## config.mk

```make
export PLATFORM = sky130hd
export DESIGN_NAME = pzcorebus_1_to_m_switch_order_guard
export DESIGN_NICKNAME = d
export VERILOG_FILES = /design/src/rtl/pzcorebus_order_guard_pkg.sv /design/src/rtl/pzcorebus_order_guard_counter.sv /design/src/rtl/pzcorebus_1_to_m_switch_order_guard.sv
export SDC_FILE = /design/constraint.sdc
export NUM_CORES = 1
export LEC_CHECK = 0
export BUFFER_PORTS_ARGS = -buffer_cell sky130_fd_sc_hd__buf_4
export CAP_MARGIN = 10
export CORE_AREA = 4 4 41 43
export DETAILED_ROUTE_END_ITERATION = 10
export DIE_AREA = 0 0 45 47
export PLACE_DENSITY_LB_ADDON = 0.05
export SYNTH_ARGS = -nofsm -noshare
export SYNTH_HDL_FRONTEND = slang
export SYNTH_HIERARCHICAL = 1
export SYNTH_SLANG_ARGS = --single-unit
```

## constraint.sdc

```tcl
create_clock -name i_clk -period 5.33 [get_ports i_clk]
set_input_delay 1.066 -clock i_clk [delete_from_list [all_inputs] [get_ports i_clk]]
set_output_delay 1.066 -clock i_clk [all_outputs]
set_load 0.02 [all_outputs]
```

## src/rtl/pzcorebus_order_guard_pkg.sv

```systemverilog
// rtl/pzcorebus_order_guard_pkg.sv - shared types and helpers for the 1-to-M switch order guard
// Contents:
//   pzcorebus_order_guard_state : scheduler FSM states (IDLE, ACTIVE, DRAIN)
//   calc_count_width(max)       : bits needed to hold 0..max
package pzcorebus_order_guard_pkg;

  typedef enum logic [1:0] {
    IDLE   = 2'd0,
    ACTIVE = 2'd1,
    DRAIN  = 2'd2
  } pzcorebus_order_guard_state;

  function automatic int calc_count_width(input int max);
    return (max < 1) ? 1 : $clog2(max + 1);
  endfunction

endpackage

```

## src/rtl/pzcorebus_order_guard_counter.sv

```systemverilog
// rtl/pzcorebus_order_guard_counter.sv - saturating up/down outstanding counter
// Ports:
//   i_clk, i_rst   : clock, synchronous active-high reset
//   i_inc, i_dec   : count up / count down requests (both together cancel)
//   o_count        : current count
//   o_zero, o_full : count == 0 / count == MAX
//   o_next_zero    : count will be 0 after this edge
//   o_underflow    : decrement requested while already zero (ignored)
module pzcorebus_order_guard_counter
  import pzcorebus_order_guard_pkg::*;
#(
  parameter int MAX   = 8,
  parameter int WIDTH = calc_count_width(MAX)
) (
  input  logic             i_clk,
  input  logic             i_rst,
  input  logic             i_inc,
  input  logic             i_dec,
  output logic [WIDTH-1:0] o_count,
  output logic             o_zero,
  output logic             o_full,
  output logic             o_next_zero,
  output logic             o_underflow
);

  logic [WIDTH-1:0] count;
  logic [WIDTH-1:0] count_next;
  logic             do_inc;
  logic             do_dec;

  assign o_zero      = (count == '0);
  assign o_full      = (count == WIDTH'(MAX));
  assign do_inc      = i_inc & ~o_full;
  assign do_dec      = i_dec & ~o_zero;
  assign o_underflow = i_dec & o_zero;

  always_comb begin
    count_next = count;
    if (do_inc && !do_dec) begin
      count_next = count + WIDTH'(1);
    end else if (!do_inc && do_dec) begin
      count_next = count - WIDTH'(1);
    end
  end

  assign o_next_zero = (count_next == '0);
  assign o_count     = count;

  always_ff @(posedge i_clk) begin
    if (i_rst) begin
      count <= '0;
    end else begin
      count <= count_next;
    end
  end

endmodule

```

## src/rtl/pzcorebus_1_to_m_switch_order_guard.sv

```systemverilog
// rtl/pzcorebus_1_to_m_switch_order_guard.sv - keeps non-posted responses in command order across a 1-to-M switch
// Optional watchdog: define PZCOREBUS_1_TO_M_SWITCH_ORDER_GUARD_TIMEOUT_EN.
// Ports:
//   i_clk, i_rst                        : clock, synchronous active-high reset
//   i_scmd_valid / o_scmd_accept        : command handshake with the slave side
//   i_scmd_select, i_scmd_non_posted    : destination port and response expectation of the command
//   o_mcmd_valid / i_mcmd_accept        : gated handshake towards the request switch
//   i_resp_valid, i_resp_accept, i_resp_last : merged response path observation
//   o_active_select, o_outstanding      : port owning outstanding responses, their count
//   o_busy, o_error, o_timeout          : FSM not idle, sticky underflow, sticky drain timeout
module pzcorebus_1_to_m_switch_order_guard
  import pzcorebus_order_guard_pkg::*;
#(
  parameter int MASTERS         = 2,
  parameter int SELECT_WIDTH    = (MASTERS > 1) ? $clog2(MASTERS) : 1,
  parameter int MAX_OUTSTANDING = 8,
  parameter int COUNT_WIDTH     = calc_count_width(MAX_OUTSTANDING),
  parameter int TIMEOUT_CYCLES  = 1024
) (
  input  logic                    i_clk,
  input  logic                    i_rst,
  input  logic                    i_scmd_valid,
  output logic                    o_scmd_accept,
  input  logic [SELECT_WIDTH-1:0] i_scmd_select,
  input  logic                    i_scmd_non_posted,
  output logic                    o_mcmd_valid,
  input  logic                    i_mcmd_accept,
  input  logic                    i_resp_valid,
  input  logic                    i_resp_accept,
  input  logic                    i_resp_last,
  output logic [SELECT_WIDTH-1:0] o_active_select,
  output logic [COUNT_WIDTH-1:0]  o_outstanding,
  output logic                    o_busy,
  output logic                    o_error,
  output logic                    o_timeout
);

  pzcorebus_order_guard_state state;
  pzcorebus_order_guard_state state_next;

  logic [SELECT_WIDTH-1:0] active_select;
  logic                    error;
  logic                    allow;
  logic                    same_port;
  logic                    cmd_fire;
  logic                    np_fire;
  logic                    resp_done;
  logic                    cnt_zero;
  logic                    cnt_full;
  logic                    cnt_next_zero;
  logic                    cnt_underflow;

  assign same_port = (i_scmd_select == active_select);

  // Posted commands never produce responses, so they can never reorder them.
  always_comb begin
    allow = 1'b0;
    if (!i_scmd_non_posted) begin
      allow = 1'b1;
    end else begin
      case (state)
        IDLE:    allow = 1'b1;
        ACTIVE:  allow = same_port & ~cnt_full;
        default: allow = 1'b0;
      endcase
    end
  end

  assign o_mcmd_valid  = i_scmd_valid & allow;
  assign o_scmd_accept = i_mcmd_accept & allow;

  assign cmd_fire  = o_mcmd_valid & i_mcmd_accept;
  assign np_fire   = cmd_fire & i_scmd_non_posted;
  assign resp_done = i_resp_valid & i_resp_accept & i_resp_last;

  pzcorebus_order_guard_counter #(
    .MAX   (MAX_OUTSTANDING),
    .WIDTH (COUNT_WIDTH)
  ) u_counter (
    .i_clk       (i_clk),
    .i_rst       (i_rst),
    .i_inc       (np_fire),
    .i_dec       (resp_done),
    .o_count     (o_outstanding),
    .o_zero      (cnt_zero),
    .o_full      (cnt_full),
    .o_next_zero (cnt_next_zero),
    .o_underflow (cnt_underflow)
  );

  always_comb begin
    state_next = state;
    case (state)
      IDLE: begin
        if (np_fire) begin
          state_next = ACTIVE;
        end
      end
      ACTIVE: begin
        // Draining to zero wins: the waiting command fires from IDLE next cycle.
        if (cnt_next_zero) begin
          state_next = IDLE;
        end else if (i_scmd_valid && i_scmd_non_posted && !same_port) begin
          state_next = DRAIN;
        end
      end
      DRAIN: begin
        if (cnt_next_zero) begin
          state_next = IDLE;
        end
      end
      default: state_next = IDLE;
    endcase
  end

  always_ff @(posedge i_clk) begin
    if (i_rst) begin
      state         <= IDLE;
      active_select <= '0;
      error         <= 1'b0;
    end else begin
      state <= state_next;
      if ((state == IDLE) && np_fire) begin
        active_select <= i_scmd_select;
      end
      if (cnt_underflow) begin
        error <= 1'b1;
      end
    end
  end

  assign o_active_select = active_select;
  assign o_busy          = (state != IDLE);
  assign o_error         = error;

`ifdef PZCOREBUS_1_TO_M_SWITCH_ORDER_GUARD_TIMEOUT_EN
  localparam int WD_WIDTH = calc_count_width(TIMEOUT_CYCLES);

  logic [WD_WIDTH-1:0] wd_count;
  logic                timeout;

  // Any response in DRAIN proves forward progress, so it restarts the watchdog.
  always_ff @(posedge i_clk) begin
    if (i_rst || (state != DRAIN) || resp_done) begin
      wd_count <= '0;
    end else if (wd_count != WD_WIDTH'(TIMEOUT_CYCLES)) begin
      wd_count <= wd_count + WD_WIDTH'(1);
    end
  end

  always_ff @(posedge i_clk) begin
    if (i_rst) begin
      timeout <= 1'b0;
    end else if ((state == DRAIN) && (wd_count == WD_WIDTH'(TIMEOUT_CYCLES - 1))) begin
      timeout <= 1'b1;
    end
  end

  assign o_timeout = timeout;
`else
  // TIMEOUT_CYCLES is a positive limit, so this is a constant 0 with the watchdog compiled out.
  assign o_timeout = (TIMEOUT_CYCLES < 0);
`endif

endmodule

```

# == After elaboration in Yosys (flattened, before gate mapping) ==
# Cells that the tools add are included.
# W data, S select, Z words.
# word_totals
regBits,8
in_bits,9
out_inout_bits,10
word_cells,47
# op_classes
n_addsub,2
eq_ne,7
muxes,9
bitwise,12
n_reduce_logical,13
# op_table
op,count
$and A1 B1 Y1,10
$logic_not A4 Y1,2
$mux W2,4
$mux W4,2
$pmux W2 S3,1
$logic_and A1 B1 Y1,5
$add A4 B1 Y4 const B,1
$eq A4 B4 Y1 const B,1
$ne A2 B2 Y1 const B,2
$sub A4 B1 Y4 const B,1
$logic_not A1 Y1,3
$ne A3 B3 Y1 const B,1
$reduce_and A3 Y1,1
$eq A2 B1 Y1 const B,1
$eq A2 B2 Y1 const B,1
$logic_not A2 Y1,1
$not A1 Y1,2
$pmux W1 S2,1
$reduce_bool A2 Y1,1
$eq A1 B1 Y1,1
$mux W1,1

# == Logic depth before layout (Yosys ltp) ==
# depth
depth_word,16
ltp_mapped,15
ltp_nobuf,14

# == Modules after synthesis ==
# The synthesis kept the hierarchy.
# by_module_without_submodules
mod,n_inst,cells_each,area_per_inst_um2,seq_area_each_um2
pzcorebus_order_guard_counter,1,54,395.4,80.1
pzcorebus_1_to_m_switch_order_guard,1,26,219.0,80.1

# == Worst setup path before layout ==
# Ideal clock, no wire load.
# synth_timing
kind,input-to-reg
startpoint,input port i_scmd_select
endpoint,register state[0]
setup_time_ns,0.101
arrival_time_ns,3.068
t_required_ns,5.229
slack_ns,2.161
cell_stages,12
path_buffers,1
cell_sequence,xor2_1 > o311a_1 > nor2_1 > buf_4 > and3b_1 > a21oi_1 > a32oi_1 > o21ai_0 > nor4_1 > or4b_1 > a31o_1 > o41ai_1
# synth_between
elab_chain_cells,15
elab_cells_between_ends,22
classes_between,4 x eq/ne; 6 x mux; 5 x bitwise; 7 x reduce/logical
# synth_lines
element,line,text
start: declaration,pzcorebus_1_to_m_switch_order_guard.sv:24,"input logic [SELECT_WIDTH-1:0] i_scmd_select,"
$eq A1 B1 Y1 (*),pzcorebus_1_to_m_switch_order_guard.sv:53,assign same_port = (i_scmd_select == active_select);
$and A1 B1 Y1 (*),pzcorebus_1_to_m_switch_order_guard.sv:63,ACTIVE: allow = same_port & ~cnt_full;
$pmux W1 S2 (*),pzcorebus_1_to_m_switch_order_guard.sv:61,case (state)
$mux W1 (*),pzcorebus_1_to_m_switch_order_guard.sv:58,if (!i_scmd_non_posted) begin
$and A1 B1 Y1 (*),pzcorebus_1_to_m_switch_order_guard.sv:69,assign o_mcmd_valid = i_scmd_valid & allow;
$and A1 B1 Y1 (*),pzcorebus_1_to_m_switch_order_guard.sv:72,assign cmd_fire = o_mcmd_valid & i_mcmd_accept;
$and A1 B1 Y1 (*),pzcorebus_1_to_m_switch_order_guard.sv:73,assign np_fire = cmd_fire & i_scmd_non_posted;
net np_fire,pzcorebus_1_to_m_switch_order_guard.sv:46,logic np_fire;
$and A1 B1 Y1 (*),pzcorebus_order_guard_counter.sv:33,assign do_inc = i_inc & ~o_full;
$logic_not A1 Y1,pzcorebus_order_guard_counter.sv:41,end else if (!do_inc && do_dec) begin
$logic_and A1 B1 Y1,pzcorebus_order_guard_counter.sv:41,
$mux W4,pzcorebus_order_guard_counter.sv:41,
$mux W4 (*),pzcorebus_order_guard_counter.sv:39,if (do_inc && !do_dec) begin
$logic_not A4 Y1 (*),pzcorebus_order_guard_counter.sv:46,assign o_next_zero = (count_next == '0);
net cnt_next_zero,pzcorebus_1_to_m_switch_order_guard.sv:50,logic cnt_next_zero;
$ne A3 B3 Y1 (no source line) (tied with other cells),n/a,
$reduce_and A3 Y1 (no source line) / $pmux W2 S3 (equally long branches),n/a,
end signal: assignment,pzcorebus_1_to_m_switch_order_guard.sv:122,state <= state_next;
end: declaration,pzcorebus_1_to_m_switch_order_guard.sv:38,pzcorebus_order_guard_state state;
# The timed path passes the listed nets; every way through them passes the cells marked *.
# A chain may end at the register's enable or synchronous reset.

# == Worst setup path after layout ==
# layout_timing
startpoint,"register u_counter.count[1], in the netlist u_counter/o_count[1]"
endpoint,register state[0]
# layout_between
elab_chain_cells,16
elab_cells_between_ends,27
classes_between,2 x add/sub; 4 x eq/ne; 6 x mux; 8 x bitwise; 7 x reduce/logical
# layout_lines
element,line,text
start: declaration,pzcorebus_order_guard_counter.sv:26,logic [WIDTH-1:0] count;
start signal: assignment,pzcorebus_order_guard_counter.sv:53,count <= count_next;
$eq A4 B4 Y1 (*),pzcorebus_order_guard_counter.sv:32,assign o_full = (count == WIDTH'(MAX));
net cnt_full,pzcorebus_1_to_m_switch_order_guard.sv:49,logic cnt_full;
$not A1 Y1 (*),pzcorebus_1_to_m_switch_order_guard.sv:63,
$and A1 B1 Y1 (*),pzcorebus_1_to_m_switch_order_guard.sv:63,
$pmux W1 S2 (*),pzcorebus_1_to_m_switch_order_guard.sv:61,
$mux W1 (*),pzcorebus_1_to_m_switch_order_guard.sv:58,
$and A1 B1 Y1 (*),pzcorebus_1_to_m_switch_order_guard.sv:69,
$and A1 B1 Y1 (*),pzcorebus_1_to_m_switch_order_guard.sv:72,
[1 not listed],n/a,
net np_fire,pzcorebus_1_to_m_switch_order_guard.sv:46,
[1 not listed],n/a,
$logic_not A1 Y1,pzcorebus_order_guard_counter.sv:41,
$logic_and A1 B1 Y1,pzcorebus_order_guard_counter.sv:41,
$mux W4,pzcorebus_order_guard_counter.sv:41,
$mux W4 (*),pzcorebus_order_guard_counter.sv:39,
$logic_not A4 Y1 (*),pzcorebus_order_guard_counter.sv:46,
net cnt_next_zero,pzcorebus_1_to_m_switch_order_guard.sv:50,
$ne A3 B3 Y1 (no source line) (tied with other cells),n/a,
$reduce_and A3 Y1 (no source line) / $pmux W2 S3 (equally long branches),n/a,
# Marks and branches as above.

==> results.md <==
* Outcome: complete, no violations
* TritonCTS clock tree: done
* Final instance area at 759 um^2
* Routed met3 length at 100 um
* Peak Freq at 0.268 GHz
* Total clock sinks at 8
* Actual slew at the worst max-slew pin at 0.698 ns
* Gate Count Post-Synth at 80
* Register-to-register path setup slack at 1.60 ns
* Standard cell area after detailed placement at 737 um^2
* Initial Util at 47.2%
* Critical path launch point type: flop
* Wire length reported by the detailed router at 1440 um
* Later-pin clock latency in the skew report at 0.25 ns
* Count of H-tree levels built during CTS at 1
* Reg clk slew, reported paths at 0.05 ns
* Share of power burned in combinational logic at 28.8%
* Final period util at 69.9%
* WL/cell at 12.9 um
* Total global-route track usage at 15.6%
* Most prevalent standard cell on the critical path: inv_1
* Highest routed layer: met3
* Type of element capturing the critical path: flop
* Switching portion of total power at 31.1%
* Cell breakdown of the critical path: inv_1, ha_1, nor2b_1, and2_1, o311a_1, nor2_1, inv_1, a221oi_1, xnor2_1, nor4_1, or4b_1, a31o_1, o41ai_1
* Final hold vios at 0
* Largest incremental delay on the critical path at 0.56 ns
* Last weighted congestion value of the routability-driven placer at 0.728
* Count of filler cells inserted in the layout at 137
* Number of distinct library cells after synthesis at 38
* Top flip-flop cell by instance count after synthesis: dfxtp_1
* Via density per instance at 5.65
* Sum Neg Setup Slack at 0 ns
* Core Region at 1300 um^2
* Num CTS Buffers at 3
* Slowest cell on the critical path: nor2_1
* ANT cells at 0
* Proportion of power drawn by flip-flops and latches at 42.3%
* Final routed DRC violation total at 0
* Post-synthesis area per instance at 7.68 um^2
* Crit Path Max Fanout at 11
* Fraction of synthesis flops using an asynchronous set or reset pin at 0%
* Category of the most critical setup path: reg -> reg
* Syn nets at 91
* Register bit count reported by yosys at 8
* Number of placed cells counting well taps at 108
* Met1 WL at 688 um
* Cells on worst reg2reg path at 13
* Leak at 0.338 nW
* RSZ-0062 raised after global routing: false
* Final core occ at 58.4%
* Full die area at 2120 um^2
* Number of endpoints failing setup at the final stage at 0
* Clk pwr share at 28.8%
* HP Start: state[0]$_SDFFE_PP0P_
* Destination of the worst register-to-register timing path: state[0]$_SDFFE_PP0P_
* Vias in the first global route at 564
* Placement Rows at 13
* Antenna-violating nets left at 0
* HPWL after detailed placement at 1070 um
* Wire length of the first global-routing pass at 2420 um
* Number of instances resized during post-cts repair at 0
* Via count at 627
* Number of max-cap violations at 0
* Iteration-0 DRC Markers at 22
* EDFF count, synth at 0
* Internal power component at 0.000109 W
* Reg-to-Reg Start: u_counter/o_count[1]$_SDFF_PP0_
* Required time of the critical path at 5.48 ns
* Relative slew margins at 53.3%
* Number of top-level pins at 19
* Port bufs at 17
* P_sw at 0.0000495 W
* Final non-filler cell total at 111
* Peak supply drop at 0.176 mV
* Period minus WS final at 3.73 ns
* Die outline height at 47 um
* Post-CTS setup buffers at 0
* Worst min-delay path endpoint: state[0]$_SDFFE_PP0P_
* Mapped Area at 614 um^2
* Worst hold path stage count at 1
* Clock root buffer: clkbuf_4
* Data arrival time of the critical path at 3.87 ns
* Syn. warnings at 6
* Detailed-routed wire length on met2 at 646 um
* Quantity of hold-fixing buffers added after cts at 0
* Number of max-slew violations in the final report at 0
* Area growth from synthesis to final layout at 23.6%
* Share of synthesized area occupied by flip-flops and latches at 26.1%
* Pre-antenna DRT Iters at 4
* Number of antenna violations at the first check in global routing at 0
* Maximum clock skew at final layout at 0.00680 ns
* X dimension of the die at 45 um
* Buffers from clock root to sink, at most at 2
* Total Nets Final at 109
* Pwr dens at 209 nW/um^2
* Hold crit path type: reg -> reg
* Ratio of cells with drive above 1 in the final layout at 24.0%
* Global route overflow at 0
* Pin count of the biggest net entering global routing at 14
[per-stage QoR]
step	worst slack, ns	hold slack [ns]	total power, W
final	1.60	0.485	0.000159
after detailed placement	1.45	0.480	0.000114
after global routing	1.33	0.534	0.000170
after floorplan	2.16	0.441	0.0000979
after CTS	1.62	0.487	0.000160
after global placement	1.53	0.459	0.000113
[synthesized netlist by cell type, types with 2 or more instances]
master,number,share of area [%]
and3_1,2,2.0
nor2_1,8,4.9
nand3_1,3,2.4
buf_4,2,2.4
nand2_1,2,1.2
o21ai_0,4,3.3
dfxtp_1,8,26
or3_1,2,2.0
nor3_1,3,2.4
ha_1,2,4.1
mux2i_1,2,3.3
and2_1,2,2.0
inv_1,4,2.4
a21oi_1,5,4.1
nor2b_1,8,8.1
[cells by family (layout without fill, tap and decap cells)]
group                    Yosys count  after routing  share of synthesized area [%]
flip-flops                         8              8                           26.1
AO/OA/AOI/OAI                     18             18                           19.6
multiplexers                       2              2                           3.26
AND/OR/NAND/NOR                   38             38                           36.7
adder cells (fa/ha/maj)            2              2                           4.07
buffers and inverters              9             25                           6.92
other                              1              1                          0.610
XOR/XNOR                           2              2                           2.85
[critical path, delay by kind of cell (launching register included)]
family | cells | cell delay [ns]
buffers and inverters | 2 | 0.21
xor gates and xnor gates | 1 | 0.19
and+or+nand+nor | 5 | 1.54
DFF | 1 | 0.48
adders and majority gates | 1 | 0.22
AOI/OAI and AO/OA | 4 | 0.98
[routing by layer]
metal	vias to the layer above	GRT usage, %
met2	20	23.4
met3	0	6.13
met5	-	0
li1	321	-
met1	286	21.1
met4	0	3.51
[worst max-delay path by stage]
stage,startpoint,end,slack [ns],depth (start not counted)
3_3_place_gp,i_scmd_select,state[0]$_SDFFE_PP0P_,1.53,11
5_1_grt,u_counter/o_count[1]$_SDFF_PP0_,state[0]$_SDFFE_PP0P_,1.33,13
3_5_place_dp,i_scmd_select,state[0]$_SDFFE_PP0P_,1.45,11
2_1_floorplan,i_scmd_select,state[0]$_SDFFE_PP0P_,2.16,12
4_1_cts,u_counter/o_count[1]$_SDFF_PP0_,state[0]$_SDFFE_PP0P_,1.62,13
6_report,u_counter/o_count[1]$_SDFF_PP0_,state[0]$_SDFFE_PP0P_,1.60,13
[cell usage in the layout, fill, tap and decap left out, types with 2 or more instances in the layout]
| cell | n |
|---|---|
| and3_1 | 2 |
| mux2i_1 | 2 |
| ha_1 | 2 |
| a21oi_1 | 5 |
| nand2_1 | 2 |
| o21ai_0 | 4 |
| nor2_1 | 8 |
| and2_1 | 2 |
| dfxtp_1 | 8 |
| nor3_1 | 3 |
| or3_1 | 2 |
| nor2b_1 | 8 |
| buf_4 | 17 |
| nand3_1 | 3 |
| clkbuf_4 | 3 |
| inv_1 | 4 |
[sequential cells by signal, summed over array words and instances (netlist names)]
name,cells
state,2
u_counter/o_count,4
o_active_select,1
o_error,1
[power groups by stage]
stage	Combinational (W)	Clock (W)	Sequential, W
final	0.0000459	0.0000458	0.0000673
after global routing	0.0000504	0.0000517	0.0000680
after CTS	0.0000456	0.0000473	0.0000672
after detailed placement	0.0000454	0	0.0000684
after global placement	0.0000447	0	0.0000684
after floorplan	0.0000285	0	0.0000693
[area by class of cell]
| cell class | count | area [um^2] | area share [%] |
|---|---|---|---|
| clock buffers | 3 | 22.5 | 2.97 |
| inverters | 5 | 18.8 | 2.47 |
| multi-input cells | 63 | 412 | 54.2 |
| flip-flops and latches | 8 | 160 | 21.1 |
| well taps | 15 | 18.8 | 2.47 |
| repair buffers | 17 | 128 | 16.8 |
No activity file was read; power rests on OpenSTA's default activity.
